### config.mk
export PLATFORM = sky130hd
export DESIGN_NAME = uart_tx_arbiter_flat
export DESIGN_NICKNAME = d
export VERILOG_FILES = /design/src/rtl/uart_tx_arbiter_if.sv /design/src/rtl/uart_tx_arbiter.sv /design/src/flat_wrapper.sv
export SDC_FILE = /design/constraint.sdc
export NUM_CORES = 1
export LEC_CHECK = 0
export CELL_PAD_IN_SITES_DETAIL_PLACEMENT = 1
export CELL_PAD_IN_SITES_GLOBAL_PLACEMENT = 1
export CORE_MARGIN = 4
export CORE_UTILIZATION = 31
export CTS_BUF_LIST = sky130_fd_sc_hd__clkbuf_4
export CTS_CLUSTER_DIAMETER = 30
export CTS_CLUSTER_SIZE = 12
export DETAILED_ROUTE_END_ITERATION = 12
export PLACE_DENSITY = 0.88
export SLEW_MARGIN = 40
export SYNTH_ARGS = -nofsm -noshare
export SYNTH_HDL_FRONTEND = slang
export SYNTH_SLANG_ARGS = --single-unit
### constraint.sdc
create_clock -name clk -period 1.97 [get_ports clk]
set_input_delay 0.394 -clock clk [delete_from_list [all_inputs] [get_ports clk]]
set_output_delay 0.394 -clock clk [all_outputs]
set_load 0.02 [all_outputs]
### src/rtl/uart_tx_arbiter_if.sv
// rtl/uart_tx_arbiter_if.sv - requester/uart handshake bundle between the source FIFOs, the arbiter and the uart core
interface uart_tx_arbiter_if #(
  parameter int N_REQ   = 2,
  parameter int GRANT_W = 1
);
  logic [N_REQ-1:0]   req_valid;
  logic [8*N_REQ-1:0] req_data;
  logic [N_REQ-1:0]   req_lock;
  logic [N_REQ-1:0]   req_ready;
  logic [7:0]         tx_byte;
  logic               tx_start;
  logic               tx_busy;
  logic [GRANT_W-1:0] grant_id;
  logic               idle;

  // master: the arbiter, which owns the uart transmit side
  modport master (
    input  req_valid, req_data, req_lock, tx_busy,
    output req_ready, tx_byte, tx_start, grant_id, idle
  );

  modport slave (
    output req_valid, req_data, req_lock, tx_busy,
    input  req_ready, tx_byte, tx_start, grant_id, idle
  );
endinterface

### src/rtl/uart_tx_arbiter.sv
// rtl/uart_tx_arbiter.sv - round-robin sharing of one uart transmitter, one byte per grant
// Define UART_ARB_LOCK_EN to let a locked requester keep the grant for contiguous messages.
module uart_tx_arbiter #(
  parameter int N_REQ   = 2,
  parameter int GRANT_W = 1
) (
  input logic               clk,
  input logic               rst,
  uart_tx_arbiter_if.master bus
);

  typedef enum logic [2:0] {S_IDLE, S_LOAD, S_START, S_SETTLE, S_DRAIN} state_t;

  state_t             state_q, state_d;
  logic [7:0]         tx_byte_q, tx_byte_d;
  logic [GRANT_W-1:0] grant_q, grant_d;
  logic [GRANT_W-1:0] rr_q, rr_d;
  logic [GRANT_W-1:0] win, grant_w;
  logic [N_REQ-1:0]   ready_q, ready_d;
  logic               start_q, start_d;
  logic               idle_q, idle_d;
  logic               found, do_grant;
  logic               lock_hold_q, lock_hold_d;
  logic [3:0]         hold_cnt_q, hold_cnt_d;

  // Lowest rotated offset from start wins; returns {found, index}.
  function automatic logic [GRANT_W:0] rr_search(input logic [N_REQ-1:0] valid,
                                                 input logic [GRANT_W-1:0] start);
    logic [GRANT_W:0] res;
    res = '0;
    for (int i = N_REQ - 1; i >= 0; i--) begin
      for (int j = 0; j < N_REQ; j++) begin
        if (valid[j] && ((j == int'(start) + i) || (j == int'(start) + i - N_REQ)))
          res = {1'b1, GRANT_W'(j)};
      end
    end
    return res;
  endfunction

  assign {found, win} = rr_search(bus.req_valid, rr_q);

`ifdef UART_ARB_LOCK_EN
  logic lock_cur, valid_cur;

  always_comb begin
    lock_cur  = 1'b0;
    valid_cur = 1'b0;
    for (int j = 0; j < N_REQ; j++) begin
      if (GRANT_W'(j) == grant_q) begin
        lock_cur  = bus.req_lock[j];
        valid_cur = bus.req_valid[j];
      end
    end
  end
`else
  logic unused_lock;
  assign unused_lock = ^{bus.req_lock, lock_hold_q, hold_cnt_q};
`endif

  always_comb begin
    state_d     = state_q;
    tx_byte_d   = tx_byte_q;
    grant_d     = grant_q;
    rr_d        = rr_q;
    ready_d     = '0;
    start_d     = 1'b0;
    lock_hold_d = lock_hold_q;
    hold_cnt_d  = hold_cnt_q;
    do_grant    = 1'b0;
    grant_w     = win;

    case (state_q)
      S_IDLE: begin
`ifdef UART_ARB_LOCK_EN
        // A locked owner gets 16 idle cycles to refill before round robin resumes.
        if (lock_hold_q) begin
          if (lock_cur && valid_cur && !bus.tx_busy) begin
            do_grant = 1'b1;
            grant_w  = grant_q;
          end else if (!lock_cur || hold_cnt_q == 4'd15) begin
            lock_hold_d = 1'b0;
            hold_cnt_d  = '0;
          end else begin
            hold_cnt_d = hold_cnt_q + 4'd1;
          end
        end else
`endif
        if (found && !bus.tx_busy) do_grant = 1'b1;
      end
      S_LOAD: begin
        state_d = S_START;
        start_d = 1'b1;
      end
      S_START:  state_d = S_SETTLE;
      S_SETTLE: state_d = S_DRAIN;
      S_DRAIN: begin
        if (!bus.tx_busy) begin
`ifdef UART_ARB_LOCK_EN
          if (lock_cur && valid_cur) begin
            do_grant = 1'b1;
            grant_w  = grant_q;
          end else if (lock_cur) begin
            state_d     = S_IDLE;
            lock_hold_d = 1'b1;
            hold_cnt_d  = '0;
          end else
`endif
          state_d = S_IDLE;
        end
      end
      default: state_d = S_IDLE;
    endcase

    if (do_grant) begin
      state_d     = S_LOAD;
      grant_d     = grant_w;
      rr_d        = (grant_w == GRANT_W'(N_REQ - 1)) ? '0 : grant_w + 1'b1;
      lock_hold_d = 1'b0;
      hold_cnt_d  = '0;
      for (int j = 0; j < N_REQ; j++) begin
        if (GRANT_W'(j) == grant_w) begin
          tx_byte_d  = bus.req_data[8*j +: 8];
          ready_d[j] = 1'b1;
        end
      end
    end

    idle_d = (state_d == S_IDLE);
  end

  always_ff @(posedge clk) begin
    if (rst) begin
      state_q     <= S_IDLE;
      tx_byte_q   <= 8'h00;
      grant_q     <= '0;
      rr_q        <= '0;
      ready_q     <= '0;
      start_q     <= 1'b0;
      idle_q      <= 1'b1;
      lock_hold_q <= 1'b0;
      hold_cnt_q  <= '0;
    end else begin
      state_q     <= state_d;
      tx_byte_q   <= tx_byte_d;
      grant_q     <= grant_d;
      rr_q        <= rr_d;
      ready_q     <= ready_d;
      start_q     <= start_d;
      idle_q      <= idle_d;
      lock_hold_q <= lock_hold_d;
      hold_cnt_q  <= hold_cnt_d;
    end
  end

  assign bus.req_ready = ready_q;
  assign bus.tx_byte   = tx_byte_q;
  assign bus.tx_start  = start_q;
  assign bus.grant_id  = grant_q;
  assign bus.idle      = idle_q;

  a_ready_onehot: assert property (@(posedge clk) disable iff (rst) $onehot0(ready_q));
  a_ready_in_load: assert property (@(posedge clk) disable iff (rst) (ready_q != '0) == (state_q == S_LOAD));
  a_start_in_start: assert property (@(posedge clk) disable iff (rst) start_q == (state_q == S_START));

endmodule

### src/flat_wrapper.sv
// flat-port wrapper written by rule: the top's interface ports become plain ports
module uart_tx_arbiter_flat 
#(
  parameter int N_REQ   = 2,
  parameter int GRANT_W = 1
)
  (clk, rst, bus_req_valid, bus_req_data, bus_req_lock, bus_tx_busy, bus_req_ready, bus_tx_byte, bus_tx_start, bus_grant_id, bus_idle);
  uart_tx_arbiter_if #(.N_REQ(N_REQ), .GRANT_W(GRANT_W)) bus_i ();
  input logic clk;
  input logic rst;
  input wire logic [$bits(bus_i.req_valid)-1:0] bus_req_valid;
  input wire logic [$bits(bus_i.req_data)-1:0] bus_req_data;
  input wire logic [$bits(bus_i.req_lock)-1:0] bus_req_lock;
  input wire logic [$bits(bus_i.tx_busy)-1:0] bus_tx_busy;
  output wire logic [$bits(bus_i.req_ready)-1:0] bus_req_ready;
  output wire logic [$bits(bus_i.tx_byte)-1:0] bus_tx_byte;
  output wire logic [$bits(bus_i.tx_start)-1:0] bus_tx_start;
  output wire logic [$bits(bus_i.grant_id)-1:0] bus_grant_id;
  output wire logic [$bits(bus_i.idle)-1:0] bus_idle;
  assign bus_i.req_valid = bus_req_valid;
  assign bus_i.req_data = bus_req_data;
  assign bus_i.req_lock = bus_req_lock;
  assign bus_i.tx_busy = bus_tx_busy;
  assign bus_req_ready = bus_i.req_ready;
  assign bus_tx_byte = bus_i.tx_byte;
  assign bus_tx_start = bus_i.tx_start;
  assign bus_grant_id = bus_i.grant_id;
  assign bus_idle = bus_i.idle;
  uart_tx_arbiter #(.N_REQ(N_REQ), .GRANT_W(GRANT_W)) u_core (.clk(clk), .rst(rst), .bus(bus_i));
endmodule
After elaboration in Yosys (flattened, before gate mapping) --
Cells that the tools add are included.
Cells by class: reductions and logical operators 17, bitwise logic cells 1, add/sub/neg operators 4, mux-type cells 14, eq/ne operators 7
Operators with widths (count):
- $logic_not 32->1 | 4
- $eq 2x32->1 const A | 3
- $sub 32x3->32 const B | 1
- $pmux 3 s5 | 1
- $mux 2 | 4
- $mux 8 | 1
- $eq 3x2->1 const B | 2
- $logic_not 3->1 | 2
- $mux 1 | 6
- $mux 3 | 2
- $logic_and 1x1->1 | 5
- $logic_or 1x1->1 | 4
- $eq 3x1->1 const B | 1
- $eq 3x3->1 const B | 1
- $sub 1x2->3 const B | 1
- $add 1x1->2 const B | 1
- $reduce_or 2->1 | 1
- $add 1x1->1 const B | 1
- $logic_not 1->1 | 1
- $not 1->1 | 1
Word-level totals: register bits after elaboration 17, word-level logic and storage cells 50, output and inout port bits 13

Longest topological paths before layout --
Gate-level depths: netlist of run 1.
depth after elaboration 14, gate-level depth with buffers 4, depth with buffers taken out 3

Worst setup path after synthesis of run 1 --
No wires, ideal clock.
path kind reg2reg, from register u_core.state_q[1], to register u_core.tx_byte_q[0] (netlist: u_core.bus.tx_byte[0]), period minus slack after synthesis 1232 ps, slack 738 ps, library setup time 95 ps, buffers on the path 0, arrival time 1137 ps, cell stages (with the launch flop) 4, cell sequence dfxtp_1 nor4_4 o21ai_2 a221oi_1
On the way: cells in the longest elaborated chain, start to end 2
Ends and longest elaborated chain:
- start: declaration | RTL line uart_tx_arbiter.sv:14 | state_t state_q, state_d;
- start signal: assignment | RTL line uart_tx_arbiter.sv:143 | state_q <= state_d;
- $logic_not 3->1 | RTL line uart_tx_arbiter.sv:72 | case (state_q)
- $mux 1 | RTL line uart_tx_arbiter.sv:72
- end signal: assignment | RTL line uart_tx_arbiter.sv:144 | tx_byte_q <= tx_byte_d;
- end: declaration | RTL line uart_tx_arbiter.sv:15 | logic [7:0] tx_byte_q, tx_byte_d;
No other way between the ends. A chain may end at the register's enable or synchronous reset.

Worst setup path after layout of run 1 --
from register u_core.tx_byte_q[5] (netlist: u_core.bus.tx_byte[5]), to output bus_tx_byte[5]
RTL lines:
- end: declaration | RTL line flat_wrapper.sv:16 | output wire logic [$bits(bus_i.tx_byte)-1:0] bus_tx_byte;
No word-level cell between the ends.

==> key figures, run 1 <==
Worst setup path
  • Worst Path Buf+Inv: 1
  • Worst-path maximum fanout: 2
  • Slowest CP cell: clkdlybuf4s50_1
  • Crit end category: output pin
  • Critical path data required time: 1.58 ns
  • Kind of critical path: reg -> out
  • Critical Path Source Type: flop
  • Critical path arrival: 1.24 ns
  • Critical path cell sequence: clkdlybuf4s50_1
  • CP Depth: 1
  • Worst path max stage delay: 0.61 ns
  • R2R depth: 4
  • Top Family by Delay on Critical Path: buffers and inverters

Global route
  • Initial antenna violation count: 0
  • First-pass GRT wire length: ~3500 um
  • Total track usage: 13.7%
  • Number of global-route vias before repair: 719
  • Pin count of the biggest net entering global routing: 12
  • GRT overflow: 0

Cells and area
  • Multi-input logic area: 310 um^2
  • Synthesis-to-layout area growth: 58.3%
  • Share of cells above drive strength 1: 12.0%
  • Reg area: 340 um^2
  • # diodes: 0
  • Layout Nets: 132
  • FILL cells: 249
  • Design area: 1120 um^2

STA
  • Max Clock Freq: between 0.6 and 0.7 GHz
  • Final setup vio count: 0
  • Final Skew: 0.00260 ns
  • Max-slew violations: 0
  • Final cycle utilization of the critical path: 83.1%
  • RSZ-0062 raised after global routing: false
  • Worst rel slew slack: 74.0%
  • WHS: about 0.46 ns
  • Setup_tns: 0 ns
  • Final WS setup: 0.334 ns
  • Final Hold Fails: 0
  • Minimum clock period: 1.64 ns
  • Worst Tran Pin Value: ~0.39 ns

CTS
  • CTS tree: done
  • Clk Latency, worst-skew pair: 0.28 ns
  • Buffer depth of the longest clock path: 2
  • Post-CTS Setup Inserts: 0
  • TritonCTS Buffers: 3
  • Hold_buf cts: 0
  • Post-CTS resize count: 0
  • H-tree Lvls: 1
  • # clock sinks: 17
  • Clock root buffer master: clkbuf_4
  • Clock transition at path regs: approximately 0.10 ns

Min path
  • Hold Path Class: reg -> reg
  • Worst Hold Path Cells: 2

Outcome
  • Status: completed

Power and ir drop
  • Leakage: about 0.4 nW
  • Worst IR Drop VDD: roughly 300 uV
  • P per Cell Area: 755 nW/um^2

Logic synthesis
  • Post-synthesis sequential area ratio: 47.9%
  • Top cells by count, synth: dfxtp_1 (17), inv_1 (11), a221oi_1 (8), o32ai_1 (8)
  • Synth unique cells: 25
  • Syn nets: 93
  • Cells after Synth: 70
  • Synth area leader: dfxtp_1
  • Avg Cell Area, Syn: about 10 um^2
  • Post-synth top area share: 47.9%
  • Yosys reg bits: 17
  • Top_reg_cell synth: dfxtp_1
  • Post-synth EDFFs: 0
  • Synth area leaders: dfxtp_1 (48%), a221oi_1 (9.9%), o32ai_1 (9.9%)
  • YS warnings: 0
  • Most used standard cell by instance count after synthesis: dfxtp_1
  • Synthesized cell area: about 710 um^2
  • Post-synth ARST share: 0%

Routing
  • Mean number of vias per cell: about 5.2
  • Via count: 703
  • Final wirelength: 2050 um
  • Drt first pass iters: 4
  • Drc violations: 0
  • Starting DRT DRC Count: 5
  • Drt wl/cell: roughly 15 um
  • Antenna-violating nets left: 0

Floorplan
  • Die ar.: 3120 um^2
  • Starting density of the core: 32.4%
  • Die height: around 56 um
  • I/O pin count: 36
  • DIE WIDTH: about 56 um
  • Core Region: 2190 um^2
  • Row Count: 17

Place
  • PortBufs: 33
  • DP Area: 1090 um^2
  • Worst slack, placed: approximately 0.22 ns
  • Dpl hpwl: around 1600 um
  • GPL Wtd Cong: 0.752

Job
  • Max Cap Viol: 0
[layout make-up]
cell class / count / area share, %
multi-input cells: 38 / 27.6
inverters: 11 / 3.67
flip-flops and latches: 17 / 30.3
repair buffers: 38 / 32.7
clock buffers: 4 / 2.67
well taps: 28 / 3.11
[kinds of logic (layout without fill, tap and decap cells)]
group                  Yosys count  count (layout)  share of synthesized area, %
buffers and inverters           15              53                          8.45
AND/OR/NAND/NOR                 11              11                          11.8
AO/OA/AOI/OAI                   26              26                          30.6
XOR/XNOR                         1               1                          1.23
flip-flops                      17              17                          47.9
[sequential cells by signal (all words and copies together), names as in the netlist]
signal	count
u_core.bus.req_ready	2
u_core.bus.idle	1
u_core.state_q	3
u_core.bus.tx_start	1
u_core.bus.grant_id	1
u_core.rr_q	1
u_core.bus.tx_byte	8
[stage by stage]
step | std cells | util [%] | power [mW]
5_1_grt | 136 | 51.3 | 0.898
2_1_floorplan | 70 | - | 0.529
3_3_place_gp | 132 | 50.0 | 0.650
3_5_place_dp | 132 | 50.0 | 0.659
4_1_cts | 136 | 51.3 | 0.862
6_report | 136 | 51.3 | 0.850
[cells in the final DEF (no fill, tap or decap), types with 2 or more instances in the layout]
cell / netlist / routed
a21o_1: 2 / 2
a21oi_1: 2 / 2
a221oi_1: 8 / 8
buf_4: 0 / 5
clkbuf_4: 0 / 4
clkdlybuf4s50_1: 0 / 33
dfxtp_1: 17 / 17
inv_1: 11 / 11
nand2_1: 2 / 2
nor2_1: 2 / 2
o32ai_1: 8 / 8
[report_power, final]
| group | switching [mW] | internal, mW | total [mW] |
|---|---|---|---|
| clock | 0.108 | 0.0924 | 0.200 |
| combinational | 0.113 | 0.134 | 0.247 |
| sequential | 0.0247 | 0.377 | 0.402 |
[routing by layer]
layer	routed length, um	vias up	global-route usage (%)
li1	-	346	-
met1	816	330	14.9
met2	1080	25	24.8
met3	143	2	4.64
met4	7	0	4.07
met5	0	-	0
[worst paths after layout]
| path | to | slack, ns | startpoint |
|---|---|---|---|
| setup / recovery | bus_tx_byte[5] | 0.33 | u_core.bus.tx_byte[5]$_SDFFE_PP0P_ |
| setup reg to reg | u_core.bus.grant_id$_SDFFE_PP0P_ | 0.59 | u_core.state_q[1]$_SDFF_PP0_ |
| hold reg to reg | u_core.bus.tx_byte[4]$_SDFFE_PP0P_ | 0.46 | u_core.bus.tx_byte[4]$_SDFFE_PP0P_ |
| hold / removal | u_core.bus.tx_byte[4]$_SDFFE_PP0P_ | 0.46 | u_core.bus.tx_byte[4]$_SDFFE_PP0P_ |
No activity file was read; power rests on OpenSTA's default activity.
==> run 2, diff against run 1 <==
- CORE_UTILIZATION: 31 -> 26
- PLACE_DENSITY: 0.88 -> 0.79
- clock period: 1.97 -> 1.4 ns (I/O delays scaled with it)
==> key figures, run 2 (synthesis gave the netlist of run 1 again) <==
Cells and area
  • Finished Layout Cells: 146
  • Synthesis-to-layout area growth: 64.8%
  • Reg area: around 340 um^2
  • Share of cells above drive strength 1: 18.1%
  • Max reg flops: 8
  • Commonest non-fill, non-tap cell in the layout: clkdlybuf4s50_1
  • Layout Nets: 140
  • FILL cells: around 300
  • Most frequent cells in the layout: clkdlybuf4s50_1 (20), dfxtp_1 (17), dlygate4sd2_1 (13), buf_4 (13), inv_1 (11)
  • # diodes: 0
  • Final core utilization: 46.0%
  • Multi-input logic area: 310 um^2

STA
  • RSZ-0062 raised after global routing: false
  • Final Hold Fails: 0
  • Final setup vio count: 0
  • Final cycle utilization of the critical path: 94.9%
  • Final Skew: 0.00296 ns
  • Minimum clock period: 1.33 ns
  • Max Clock Freq: 0.753 GHz
  • Max-slew violations: 0
  • Worst rel slew slack: 76.2%
  • Worst Tran Pin Value: 0.357 ns
  • WHS: 0.475 ns

Worst setup path
  • Crit end category: flop
  • Worst path max stage delay: 0.52 ns
  • Worst-path maximum fanout: 6
  • Worst Path Buf+Inv: 2
  • Kind of critical path: in -> reg
  • Critical path arrival: between 1.5 and 2 ns
  • Critical Path Source Type: input port
  • Critical path data required time: between 1.5 and 2 ns
  • Critical path cell sequence: clkdlybuf4s50_1 > nor2b_1 > buf_4 > o32ai_1 > a221oi_1
  • Top Family by Delay on Critical Path: buffers and inverters
  • Slowest CP cell: clkdlybuf4s50_1

CTS
  • Buffer depth of the longest clock path: 2
  • Clock transition at path regs: ~0.09 ns
  • H-tree Lvls: 1
  • TritonCTS Buffers: 3
  • Post-CTS Setup Inserts: 0
  • CTS tree: done
  • Clock root buffer master: clkbuf_4
  • # clock sinks: 17
  • Clk Latency, worst-skew pair: 0.30 ns

Floorplan
  • I/O pin count: 36
  • Core Region: 2540 um^2
  • Die ar.: between 3000 and 4000 um^2
  • Die height: roughly 60 um
  • Starting density of the core: around 28%
  • Row Count: 18
  • DIE WIDTH: 60.3 um

Power and ir drop
  • P per Cell Area: 1030 nW/um^2
  • Worst IR Drop VDD: 668 uV
  • Leakage: slightly below 0.5 nW

Routing
  • Mean number of vias per cell: between 5 and 6
  • Drt wl/cell: 14.8 um
  • Drt first pass iters: 4
  • Via count: 742
  • Antenna-violating nets left: 0
  • Final wirelength: 2160 um
  • Drc violations: 0
  • Starting DRT DRC Count: 6

Global route
  • Pin count of the biggest net entering global routing: 10
  • Initial antenna violation count: 0
  • Number of global-route vias before repair: approximately 740
  • First-pass GRT wire length: 3330 um
  • Total track usage: around an eighth
  • GRT overflow: 0

Job
  • Max Cap Viol: 0

Min path
  • Hold Path Class: reg -> reg

Place
  • PortBufs: 33
  • GPL Wtd Cong: 0.700
  • Placed Instances: 142
  • Dpl hpwl: between 1500 and 2000 um

Outcome
  • Status: completed
## run 2: area by class of cell
cell class	instances	area share, %
timing repair buffer	46	35.1
sequential	17	29.1
multi-input combinational	38	26.5
inverter	11	3.53
tap	30	3.21
clock buffer	4	2.56
## run 2: layer usage
metal	routed length, um	GRT usage (%)
met1	797	12.9
met2	1210	23.6
met3	132	3.67
met4	25	4.75
met5	0	0
## run 2: what timing repair did
action,in CTS,in global routing
endpoints found under the setup margin,13,0
hold endpoints to repair,0,0
gates resized for setup,13,0
hold buffers,0,0
## run 2: power by group
part / internal [mW] / switching [mW] / total [mW] / leakage, nW
logic: 0.185 / 0.175 / 0.359 / 0.337
registers: 0.531 / 0.0257 / 0.557 / 0.140
clock network: 0.131 / 0.157 / 0.287 / 0.0184
total: 0.847 / 0.357 / 1.20 / 0.495
## run 2: through the flow
step	TNS [ns]	power (mW)	worst slack [ns]	area [um^2]
3_3_place_gp	-1.95	0.943	-0.192	1160
5_1_grt	0	1.28	0.00371	1170
6_report	0	1.20	0.0711	1170
2_1_floorplan	0	0.745	0.168	711
4_1_cts	0	1.22	0.0586	1170
3_5_place_dp	-2.57	0.959	-0.261	1160
## run 2: worst paths after layout
kind / startpoint / cells past startpoint / slack (ns) / to
max: bus_req_valid[0] / 5 / 0.07 / u_core.bus.tx_byte[2]$_SDFFE_PP0P_
min: u_core.bus.tx_byte[3]$_SDFFE_PP0P_ / 2 / 0.48 / u_core.bus.tx_byte[3]$_SDFFE_PP0P_
min reg2reg: u_core.bus.tx_byte[3]$_SDFFE_PP0P_ / 2 / 0.48 / u_core.bus.tx_byte[3]$_SDFFE_PP0P_
max reg2reg: u_core.state_q[1]$_SDFF_PP0_ / 3 / 0.10 / u_core.bus.tx_byte[6]$_SDFFE_PP0P_
## run 2: worst register-to-register path: cells and delay by family (launching register included)
family,cells,cell delay (ns)
flops,1,0.35
simple gates,1,0.33
compound gates,2,0.52
==> run 3, diff against run 2 <==
- RECOVER_POWER: default -> 100
==> key figures, run 3 (synthesis gave the netlist of run 1 again) <==
Outcome
  • Status: completed

Power and ir drop
  • Leakage: between 0.4 and 0.5 nW
  • Internal: 0.843 mW
  • Net Sw Frac: 29.8%
  • Sequential fraction of design power: 46.4%
  • Total Power: 1.20 mW
  • Comb power frac: 29.6%
  • Power share of the clock group: 24.0%
  • NetSw: ~0.36 mW
  • P per Cell Area: 1030 nW/um^2
  • Worst IR Drop VDD: ~660 uV

Floorplan
  • Starting density of the core: 27.9%
  • Die ar.: 3630 um^2
  • Core Region: between 2000 and 3000 um^2
  • Row Count: 18
  • I/O pin count: 36
  • Die height: about 60 um
  • DIE WIDTH: 60.3 um

Min path
  • Hold EP: u_core.bus.tx_byte[3]$_SDFFE_PP0P_
  • Worst Hold Path Cells: 2
  • Hold Path Class: reg -> reg
  • Hold Startpoint: u_core.bus.tx_byte[3]$_SDFFE_PP0P_

STA
  • Max-slew violations: 0
  • Worst Tran Pin Value: 0.357 ns
  • Final setup vio count: 0
  • Final Skew: 0.00596 ns
  • Final Hold Fails: 0
  • Worst rel slew slack: 76.2%
  • RSZ-0062 raised after global routing: false
  • Final cycle utilization of the critical path: a little over nine tenths
  • Minimum clock period: 1.33 ns
  • Max Clock Freq: 0.753 GHz

CTS
  • H-tree Lvls: 1
  • Clk Latency, worst-skew pair: 0.30 ns
  • CTS tree: done
  • TritonCTS Buffers: 3
  • Buffer depth of the longest clock path: 2
  • Clock transition at path regs: around 0.10 ns
  • # clock sinks: 17
  • Clock root buffer master: clkbuf_4

Routing
  • Mean number of vias per cell: 5.03
  • Drc violations: 0
  • Via count: about 730
  • Drt wl/cell: between 10 and 15 um
  • Antenna-violating nets left: 0
  • Starting DRT DRC Count: 7
  • Final wirelength: 2160 um
  • Drt first pass iters: 4

Cells and area
  • Max reg flops: 8
  • Most frequent cells in the layout: clkdlybuf4s50_1 (19), dfxtp_1 (17), dlygate4sd2_1 (13)
  • Commonest non-fill, non-tap cell in the layout: clkdlybuf4s50_1
  • Share of cells above drive strength 1: 17.2%
  • Layout Nets: 140
  • Finished Layout Cells: 146
  • # diodes: 0
  • Synthesis-to-layout area growth: 64.3%

Job
  • Max Cap Viol: 0

Worst setup path
  • Kind of critical path: in -> reg
  • Crit path from: bus_req_valid[0]
  • Crit end category: flop
  • Critical path data required time: 1.61 ns
  • Worst-path maximum fanout: 6
  • RR Endpoint: u_core.bus.tx_byte[6]$_SDFFE_PP0P_
  • R2R depth: 3
  • Critical path arrival: 1.54 ns
  • RR Startpoint: u_core.state_q[1]$_SDFF_PP0_
  • Critical Path Source Type: input port
  • Flop2flop setup slack: 0.11 ns

Global route
  • Total track usage: 12.6%
  • GRT overflow: 0
  • First-pass GRT wire length: 3330 um
  • Initial antenna violation count: 0
  • Pin count of the biggest net entering global routing: 10
  • Number of global-route vias before repair: between 700 and 800

Place
  • Placed Instances: 142
  • Dpl hpwl: ~1700 um
  • GPL Wtd Cong: 0.700
  • PortBufs: 33
## run 3: area by class of cell
type	count	area [um^2]
fillers	298	1380
multi-input cells	38	310
inverters	11	41.3
clock buffers	4	30.0
flip-flops and latches	17	340
repair buffers	46	408
well taps	30	37.5
## run 3: how the worst max path moves through the flow
stage          depth (start not counted)                            endpoint  slack, ns
2_1_floorplan                          3  u_core.bus.tx_byte[0]$_SDFFE_PP0P_       0.17
3_3_place_gp                           5    u_core.bus.grant_id$_SDFFE_PP0P_      -0.19
3_5_place_dp                           5  u_core.bus.tx_byte[6]$_SDFFE_PP0P_      -0.26
4_1_cts                                5  u_core.bus.tx_byte[2]$_SDFFE_PP0P_       0.06
5_1_grt                                5  u_core.bus.tx_byte[5]$_SDFFE_PP0P_      0.005
6_report                               5  u_core.bus.tx_byte[2]$_SDFFE_PP0P_       0.07
## run 3: power groups by stage
stage | registers (mW) | clock network, mW | logic [mW]
floorplan | 0.619 | 0 | 0.126
global placement | 0.568 | 0 | 0.375
detailed placement | 0.570 | 0 | 0.389
CTS | 0.558 | 0.298 | 0.365
global route | 0.563 | 0.330 | 0.383
finish | 0.557 | 0.288 | 0.355
## run 3: repair_timing
action                     4_1_cts  5_1_grt
resized for setup               13        0
setup endpoints to repair       13        0
buffers inserted                 0        0
hold buffers                     0        0
## run 3: routing by layer
layer  up-vias  global-route usage, %  wire length, um
li1        360                      -                -
met1       352                   12.9              793
met2        19                   23.6             1210
met3         3                   3.67              132
met4         0                   4.75               25
met5         -                      0                0
## run 3: through the flow
step	utilization (%)	setup WS, ns	hold slack (ns)	instance area, um^2	setup TNS, ns
finish	45.9	0.0722	0.475	1170	0
global route	45.9	0.00525	0.485	1170	0
CTS	46.0	0.0586	0.477	1170	0
detailed placement	45.5	-0.261	0.465	1160	-2.57
global placement	45.5	-0.192	0.455	1160	-1.95
floorplan	-	0.168	0.357	711	0
## run 3: worst max-delay path, cell delays in order
cell and delay (ns):
clkdlybuf4s50_1 0.52, nor2b_1 0.20, buf_4 0.17, o32ai_1 0.08
a221oi_1 0.29
